--- src/rtl/iter_div_if.sv ---
// Operand/result stream bundle for iter_div. The divider sits on the slave modport;
// dbg_state mirrors the divider FSM state for observation.
interface iter_div_if;
    logic [31:0] s_axis_dividend_tdata;
    logic        s_axis_dividend_tvalid;
    logic        s_axis_dividend_tready;
    logic [31:0] s_axis_divisor_tdata;
    logic        s_axis_divisor_tvalid;
    logic        s_axis_divisor_tready;
    logic [63:0] m_axis_dout_tdata;
    logic        m_axis_dout_tuser;
    logic        m_axis_dout_tvalid;
    logic [1:0]  dbg_state;

    // Handshake: an operation is taken on a rising edge where both tvalids and tready
    // are high; the result tvalid is a one-cycle pulse with no back-pressure.
    modport slave (
        input  s_axis_dividend_tdata, s_axis_dividend_tvalid,
        input  s_axis_divisor_tdata, s_axis_divisor_tvalid,
        output s_axis_dividend_tready, s_axis_divisor_tready,
        output m_axis_dout_tdata, m_axis_dout_tuser, m_axis_dout_tvalid,
        output dbg_state
    );

    modport master (
        output s_axis_dividend_tdata, s_axis_dividend_tvalid,
        output s_axis_divisor_tdata, s_axis_divisor_tvalid,
        input  s_axis_dividend_tready, s_axis_divisor_tready,
        input  m_axis_dout_tdata, m_axis_dout_tuser, m_axis_dout_tvalid,
        input  dbg_state
    );
endinterface

--- src/rtl/iter_div.sv ---
// 32/32 iterative radix-2 restoring divider, signed or unsigned, 32-cycle latency.
// Result is {quotient, remainder}; tuser flags divide-by-zero.
module iter_div #(
    parameter int SIGNED = 1
) (
    input  logic      clk,
    input  logic      resetn,
    iter_div_if.slave bus
);
    typedef enum logic [1:0] {IDLE = 2'd0, CALC = 2'd1, DONE = 2'd2} state_t;

    state_t      state_q, state_d;
    logic [4:0]  cnt_q, cnt_d;
    logic [31:0] quo_q, quo_d;
    logic [31:0] rem_q, rem_d;
    logic [31:0] dvs_q, dvs_d;
    logic        qneg_q, qneg_d;
    logic        rneg_q, rneg_d;
    logic        dz_q, dz_d;
    logic [63:0] tdata_q, tdata_d;
    logic        tuser_q, tuser_d;
    logic        tvalid_q, tvalid_d;

    logic        ready, fire;
    logic        a_neg, b_neg;
    logic [31:0] a_mag, b_mag;
    logic [32:0] shifted, trial;
    logic        step_ok;
    logic [31:0] step_quo, step_rem;
    logic [31:0] q_fix, r_fix;

    assign ready = resetn && (state_q != CALC);
    assign fire  = ready && bus.s_axis_dividend_tvalid && bus.s_axis_divisor_tvalid;

    assign a_neg = (SIGNED != 0) && bus.s_axis_dividend_tdata[31];
    assign b_neg = (SIGNED != 0) && bus.s_axis_divisor_tdata[31];
    assign a_mag = a_neg ? (~bus.s_axis_dividend_tdata + 32'd1) : bus.s_axis_dividend_tdata;
    assign b_mag = b_neg ? (~bus.s_axis_divisor_tdata + 32'd1) : bus.s_axis_divisor_tdata;

    // One restoring step: the dividend magnitude shifts out of quo_q into the partial remainder.
    assign shifted  = {rem_q, quo_q[31]};
    assign trial    = shifted - {1'b0, dvs_q};
    assign step_ok  = (shifted >= {1'b0, dvs_q});
    assign step_rem = step_ok ? trial[31:0] : shifted[31:0];
    assign step_quo = {quo_q[30:0], step_ok};

    // With a zero divisor every step succeeds, so the remainder path rebuilds the raw dividend.
    assign q_fix = dz_q ? 32'hFFFF_FFFF : (qneg_q ? (~step_quo + 32'd1) : step_quo);
    assign r_fix = rneg_q ? (~step_rem + 32'd1) : step_rem;

    always_comb begin
        state_d  = state_q;
        cnt_d    = cnt_q;
        quo_d    = quo_q;
        rem_d    = rem_q;
        dvs_d    = dvs_q;
        qneg_d   = qneg_q;
        rneg_d   = rneg_q;
        dz_d     = dz_q;
        tdata_d  = tdata_q;
        tuser_d  = tuser_q;
        tvalid_d = 1'b0;
        case (state_q)
            IDLE, DONE: begin
                if (fire) begin
                    state_d = CALC;
                    cnt_d   = 5'd0;
                    quo_d   = a_mag;
                    rem_d   = 32'd0;
                    dvs_d   = b_mag;
                    qneg_d  = a_neg ^ b_neg;
                    rneg_d  = a_neg;
                    dz_d    = (bus.s_axis_divisor_tdata == 32'd0);
                end else if (state_q == DONE) begin
                    state_d = IDLE;
                end
            end
            CALC: begin
                quo_d = step_quo;
                rem_d = step_rem;
                cnt_d = cnt_q + 5'd1;
                if (cnt_q == 5'd31) begin
                    state_d  = DONE;
                    tdata_d  = {q_fix, r_fix};
                    tuser_d  = dz_q;
                    tvalid_d = 1'b1;
                end
            end
            default: state_d = IDLE;
        endcase
    end

    always_ff @(posedge clk or negedge resetn) begin
        if (!resetn) begin
            state_q  <= IDLE;
            cnt_q    <= 5'd0;
            quo_q    <= 32'd0;
            rem_q    <= 32'd0;
            dvs_q    <= 32'd0;
            qneg_q   <= 1'b0;
            rneg_q   <= 1'b0;
            dz_q     <= 1'b0;
            tdata_q  <= 64'd0;
            tuser_q  <= 1'b0;
            tvalid_q <= 1'b0;
        end else begin
            state_q  <= state_d;
            cnt_q    <= cnt_d;
            quo_q    <= quo_d;
            rem_q    <= rem_d;
            dvs_q    <= dvs_d;
            qneg_q   <= qneg_d;
            rneg_q   <= rneg_d;
            dz_q     <= dz_d;
            tdata_q  <= tdata_d;
            tuser_q  <= tuser_d;
            tvalid_q <= tvalid_d;
        end
    end

    assign bus.s_axis_dividend_tready = ready;
    assign bus.s_axis_divisor_tready  = ready;
    assign bus.m_axis_dout_tdata      = tdata_q;
    assign bus.m_axis_dout_tuser      = tuser_q;
    assign bus.m_axis_dout_tvalid     = tvalid_q;
    assign bus.dbg_state              = state_q;
endmodule

--- src/flat_wrapper.sv ---
// flat-port wrapper written by rule: the top's interface ports become plain ports
module iter_div_flat 
#(
    parameter int SIGNED = 1
)
  (clk, resetn, bus_s_axis_dividend_tdata, bus_s_axis_dividend_tvalid, bus_s_axis_divisor_tdata, bus_s_axis_divisor_tvalid, bus_s_axis_dividend_tready, bus_s_axis_divisor_tready, bus_m_axis_dout_tdata, bus_m_axis_dout_tuser, bus_m_axis_dout_tvalid, bus_dbg_state);
  iter_div_if bus_i ();
  input  logic clk;
  input  logic resetn;
  input wire logic [$bits(bus_i.s_axis_dividend_tdata)-1:0] bus_s_axis_dividend_tdata;
  input wire logic [$bits(bus_i.s_axis_dividend_tvalid)-1:0] bus_s_axis_dividend_tvalid;
  input wire logic [$bits(bus_i.s_axis_divisor_tdata)-1:0] bus_s_axis_divisor_tdata;
  input wire logic [$bits(bus_i.s_axis_divisor_tvalid)-1:0] bus_s_axis_divisor_tvalid;
  output wire logic [$bits(bus_i.s_axis_dividend_tready)-1:0] bus_s_axis_dividend_tready;
  output wire logic [$bits(bus_i.s_axis_divisor_tready)-1:0] bus_s_axis_divisor_tready;
  output wire logic [$bits(bus_i.m_axis_dout_tdata)-1:0] bus_m_axis_dout_tdata;
  output wire logic [$bits(bus_i.m_axis_dout_tuser)-1:0] bus_m_axis_dout_tuser;
  output wire logic [$bits(bus_i.m_axis_dout_tvalid)-1:0] bus_m_axis_dout_tvalid;
  output wire logic [$bits(bus_i.dbg_state)-1:0] bus_dbg_state;
  assign bus_i.s_axis_dividend_tdata = bus_s_axis_dividend_tdata;
  assign bus_i.s_axis_dividend_tvalid = bus_s_axis_dividend_tvalid;
  assign bus_i.s_axis_divisor_tdata = bus_s_axis_divisor_tdata;
  assign bus_i.s_axis_divisor_tvalid = bus_s_axis_divisor_tvalid;
  assign bus_s_axis_dividend_tready = bus_i.s_axis_dividend_tready;
  assign bus_s_axis_divisor_tready = bus_i.s_axis_divisor_tready;
  assign bus_m_axis_dout_tdata = bus_i.m_axis_dout_tdata;
  assign bus_m_axis_dout_tuser = bus_i.m_axis_dout_tuser;
  assign bus_m_axis_dout_tvalid = bus_i.m_axis_dout_tvalid;
  assign bus_dbg_state = bus_i.dbg_state;
  iter_div #(.SIGNED(SIGNED)) u_core (.clk(clk), .resetn(resetn), .bus(bus_i));
endmodule
--- config.mk ---
export PLATFORM = sky130hd
export DESIGN_NAME = iter_div_flat
export DESIGN_NICKNAME = d
export VERILOG_FILES = /design/src/rtl/iter_div_if.sv /design/src/rtl/iter_div.sv /design/src/flat_wrapper.sv
export SDC_FILE = /design/constraint.sdc
export NUM_CORES = 1
export LEC_CHECK = 0
export CAP_MARGIN = 5
export CORE_MARGIN = 3
export CORE_UTILIZATION = 35
export DETAILED_ROUTE_END_ITERATION = 10
export DONT_BUFFER_PORTS = 1
export SYNTH_ARGS = -nofsm -noshare
export SYNTH_HDL_FRONTEND = slang
export SYNTH_SLANG_ARGS = --single-unit
--- constraint.sdc ---
create_clock -name clk -period 5.15 [get_ports clk]
set_input_delay 0.7725 -clock clk [delete_from_list [all_inputs] [get_ports clk]]
set_output_delay 0.7725 -clock clk [all_outputs]
set_load 0.05 [all_outputs]
After elaboration in Yosys (flattened, before gate mapping)
Cells that the tools add are included.
{ "totals": {"reg_bits": 172, "input_bits": 68, "word_cells": 59} }
{ "classes": {"addsub": 6, "order_cmp": 1, "n_eq_ne": 7, "mux": 18, "n_bitwise": 5, "reduce_logical": 11} }
{ "op_table": {"columns": ["operator", "n"], "rows": [
  ["32-bit 2-to-1 mux", 8],
  ["32-bit by 1-bit adder with 32-bit output (second input constant)", 4],
  ["32-bit NOT", 4],
  ["32-bit case mux with 2 select lines", 2],
  ["33-bit by 32-bit >= comparator with 1-bit output", 1],
  ["32-bit zero test", 1],
  ["32-bit subtractor", 1],
  ["5-bit case mux with 2 select lines", 1],
  ["2-bit AND reduction", 4],
  ["2-bit 2-to-1 mux", 3],
  ["2-bit by 1-bit inequality test with 1-bit output (second input constant)", 3],
  ["5-bit by 1-bit adder with 5-bit output (second input constant)", 1],
  ["5-bit == test (second input constant)", 1],
  ["5-bit 2-to-1 mux", 1],
  ["2-bit case mux with 2 select lines", 1],
  ["1-bit logical AND", 3],
  ["3-bit by 1-bit inequality test with 1-bit output (second input constant)", 1],
  ["2-bit by 1-bit == test with 1-bit output (second input constant)", 1],
  ["2-bit == test (second input constant)", 1],
  ["2-bit zero test", 1],
  ["1-bit 2-to-1 mux", 2],
  ["2-bit nonzero test", 1],
  ["2-bit OR reduction", 1],
  ["1-bit bitwise XOR", 1]
]} }

Depth between registers and ports, before layout
Gate-level depths: netlist of the first run.
{ "depth": {"depth_word": 6, "ltp_mapped": 25} }

Worst setup path after synthesis of the first run
No wires, ideal clock.
{ "synth_path": {"kind": "register to register", "start": "register u_core.rem_q[5]", "end": "register u_core.tdata_q[26] (netlist: u_core.bus.m_axis_dout_tdata[26])", "setup_time_ns": 0.129, "arrival_time_ns": 4.906, "path_slack_ns": 0.115, "path_stages_with_launch": 20, "cell_sequence": "dfrtp_1 ha_1 clkbuf_1 a21o_1 a21o_1 a221o_1 o2111ai_1 nand2_1 inv_2 clkbuf_1 clkbuf_1 mux2i_1 ha_1 o2111ai_1 or4b_1 o41ai_2 o211ai_1 o31ai_1 xnor2_1 o21ai_1"} }
{ "synth_between": {"elab_chain_cells": 5} }
{ "synth_lines": {"columns": ["item", "line", "rtl"], "rows": [
  ["from (decl)", "iter_div.sv:15", "logic [31:0] rem_q, rem_d;"],
  ["from (signal assigned)", "iter_div.sv:110", "rem_q <= rem_d;"],
  ["32-bit subtractor or 33-bit by 32-bit >= comparator with 1-bit output (tied branches)", "iter_div.sv:42, iter_div.sv:43", null],
  ["32-bit 2-to-1 mux (*)", "iter_div.sv:44", "assign step_rem = step_ok ? trial[31:0] : shifted[31:0];"],
  ["32-bit NOT", "iter_div.sv:49", "assign r_fix = rneg_q ? (~step_rem + 32'd1) : step_rem;"],
  ["32-bit by 1-bit adder with 32-bit output", "iter_div.sv:49", null],
  ["32-bit 2-to-1 mux (*)", "iter_div.sv:49", null],
  ["to (signal assigned)", "iter_div.sv:115", "tdata_q <= tdata_d;"],
  ["to (decl)", "iter_div.sv:20", "logic [63:0] tdata_q, tdata_d;"]
]} }
Mark *: on every way between the ends. The rest lies on a longest branch, timed or not.
A chain may end at the register's enable or synchronous reset.

Worst setup path in the final report of the first run
{ "layout_path": {"start": "register u_core.rem_q[3]", "end": "register u_core.tdata_q[28] (netlist: u_core.bus.m_axis_dout_tdata[28])"} }
Same word-level chain as after synthesis.

==> flow_metrics.tcl, run 1 <==
set metrics [dict create \
    global_route.overflow_total 0 \
    drt-initial-drc-count 970 \
    async_flop_share_pct 100 \
    outcome "finished clean" \
    drv_slew 0 \
    ctsRootBufferMaster "clkbuf_16" \
    drive_gt1_share_pct 7.71 \
    fin_crit_ns 4.86 \
    num_antenna_cells 0 \
    synth_cells 1425 \
    routed_via_density 5.57 \
    place_congestion 0.905 \
    dp_hpwl_mm 26.8 \
    min_period_over_period_pct 94.3 \
    critPathCaptureType "register" \
    vias 10300 \
    grt_max_degree 175 \
    synth_cell_types 77 \
    synth_area_per_cell_um2 8.27 \
    syn_area_mm2 0.0118 \
    hold_class "in -> async" \
    clkSinkCount 172 \
    n_fill_cell 3397 \
    clk_latency_ns 0.45 \
    cts_buffers 17 \
    synth_ff_type "dfrtp_1" \
    dp.cells 1820 \
    design.die.area_mm2 0.0359 \
    yosys_warnings 0 \
    setup_viol 0 \
    worstSetupStartpointType "register" \
    antenna_found_initial 0 \
    die_w_um 190 \
    start_util_pct 35.9 \
    hold_violations 0 \
    ios 138 \
    grt_use_total_pct 19.6 \
    cts_max_level 4 \
    fin_cells 1855 \
    rows 66 \
    grt_pass1_wl_mm 56.1 \
    slew_headroom_pct 29.6 \
    syn_nets 1532 \
    drc 0 \
    worst_pin_slew_ns 1.05 \
    ys_seq_elements 172 \
    final_common_cell "o21ai_0" \
    area_growth_syn_to_layout_pct 9.81 \
    skew_ns 0.0139 \
    ant_nets 0 \
    worstPathMaxFanout 5 \
    wirelength_mm 35.4 \
    core_area_mm2 0.0329 \
    drv_cap 0 \
    clkSlewWorstSetupHoldPaths_ns 0.08 \
    nets 1507 \
    synth_edf_count 0 \
    final_cell_mix "o21ai_0 (200), nand2_1 (177), dfrtp_1 (172)" \
    fp.dieH_um 190 \
    clock_path_buffers 2 \
    synth.yosys.seq_area_share_pct 36.5 \
    max_freq_mhz 206 \
    cts_tree "yes" \
    required_ns 5.43 \
    port_buffers 0 \
    firstDrtPassIters 5 \
    holdWs_ns 0.0324 \
    post_drt_wl_per_cell_um 19.1 \
    critPathKind "reg -> reg" \
    rsz0062_at_grt "false" \
    critPathArrivalTime_ns 5.14 \
    fin_setup_tns_ns 0 \
    grt_pass1_vias 9619 \
]
## registers in the layout, summed over array words and instances (netlist names)
register	count
u_core.bus.dbg_state	2
u_core.bus.m_axis_dout_tdata	64
u_core.bus.m_axis_dout_tuser	1
u_core.bus.m_axis_dout_tvalid	1
u_core.cnt_q	5
u_core.dvs_q	32
u_core.dz_q	1
u_core.qneg_q	1
u_core.quo_q	32
u_core.rem_q	32
u_core.rneg_q	1
## worst paths after layout
path / slack [ns] / to / start / cells past startpoint
setup / recovery: 0.29 / u_core.bus.m_axis_dout_tdata[28] / u_core.rem_q[3] / 16
hold / removal: 0.03 / u_core.bus.m_axis_dout_tdata[31] / resetn / 0
setup reg to reg: 0.29 / u_core.bus.m_axis_dout_tdata[28] / u_core.rem_q[3] / 16
hold reg to reg: 0.48 / u_core.dvs_q[9] / u_core.dvs_q[9] / 2
max in group asynchronous: 4.07 / u_core.bus.m_axis_dout_tdata[25] / resetn / 1
min in group clk: 0.43 / u_core.dz_q / bus_s_axis_divisor_tdata[31] / 1
## synthesized netlist by cell type (4+ instances only)
library cell	instances	area, µm²
or4_1	15	113
nand4b_1	4	35.0
nor2_1	92	345
o211ai_1	7	52.6
nor3_1	23	115
nor2b_1	7	43.8
o21a_1	9	67.6
a21o_1	10	75.1
o21ai_0	200	1000
clkbuf_1	72	270
dfrtp_1	172	4300
a21boi_0	5	37.5
xor2_1	92	806
ha_1	38	475
nor4_1	13	81.3
mux2_2	4	45.0
o211a_1	4	40.0
nand2b_1	6	37.5
a31oi_1	4	25.0
a21oi_1	87	435
nand2_1	179	672
o41ai_1	14	123
nand4_1	18	113
o2111ai_1	6	52.6
nand3_1	54	270
or2_2	10	62.6
inv_1	49	184
or3_1	22	138
a211oi_1	10	75.1
or3_4	4	45.0
and2_1	4	25.0
and3_1	5	31.3
a22oi_1	29	218
xnor2_1	45	394
o21ai_1	4	20.0
nand3b_1	5	37.5
o31ai_1	31	233
mux2i_1	17	170
## per-layer routing
layer  vias to the layer above  global-route usage, %  wire length, µm
met5                         -                      0                0
li1                       5089                      -                -
met1                      4899                   31.0            18200
met2                       305                   26.4            14100
met4                         0                   5.03              671
met3                        37                   4.57             2520
## cell type report
class | instances | area (µm²) | share of cell area, %
Clock buffer | 17 | 425 | 3.29
Multi-Input combinational cell | 1122 | 7020 | 54.2
Timing Repair Buffer | 36 | 275 | 2.13
Sequential cell | 172 | 4300 | 33.3
Clock inverter | 15 | 174 | 1.34
Tap cell | 442 | 553 | 4.27
Inverter | 51 | 191 | 1.48
## stage by stage
stage / setup slack [ns] / cell area (µm²) / utilization, %
6_report: 0.295 / 12900 / 39.4
5_1_grt: 0.0160 / 12900 / 39.4
4_1_cts: 0.170 / 12900 / 39.2
3_5_place_dp: 0.208 / 12300 / 37.3
3_3_place_gp: 0.343 / 12300 / 37.3
2_1_floorplan: 0.115 / 11800 / -
## cell families after synthesis
group	after synthesis	synth area share, %
simple gates	471	19.2
compound gates	454	23.6
flops	172	36.5
xor+xnor	137	10.2
buf+inv	131	4.45
fa+ha+maj	39	4.20
mux	21	1.83
## worst max-delay path, stage by stage, from the launching register on
cell and delay (ns):
dfrtp_1 0.44, ha_1 0.41, nand3_1 0.18, o21bai_1 0.27, a2111oi_4 0.50, o2111ai_2 0.22
nand2_2 0.17, inv_2 0.06, mux2i_1 0.22, ha_1 0.25, o2111ai_1 0.15, or4b_1 0.57
o41ai_2 0.40, o211ai_1 0.28, o31ai_2 0.32, xnor2_1 0.16, o21ai_0 0.09
## what timing repair did
action	CTS	global route
hold buffers	1	1
gates resized for setup	0	10
hold endpoints to repair	2	5
buffers inserted	0	1
endpoints found under the setup margin	0	5
Power of run 1 is left out: the tool's default activity adds up to more than one toggle a clock period on the data nets, which glitch-free logic cannot reach.
==> inputs of run 2 (changes only) <==
--- a/config.mk
+++ b/config.mk
@@ -5,11 +5,11 @@
 export SDC_FILE = /design/constraint.sdc
 export NUM_CORES = 1
 export LEC_CHECK = 0
-export CAP_MARGIN = 5
 export CORE_MARGIN = 3
 export CORE_UTILIZATION = 35
 export DETAILED_ROUTE_END_ITERATION = 10
 export DONT_BUFFER_PORTS = 1
+export RECOVER_POWER = 25
 export SYNTH_ARGS = -nofsm -noshare
 export SYNTH_HDL_FRONTEND = slang
 export SYNTH_SLANG_ARGS = --single-unit
==> results of run 2 <==
Final layout, timing and power as in run 1 (identical DEF).
Power of run 2 is left out for the same reason.
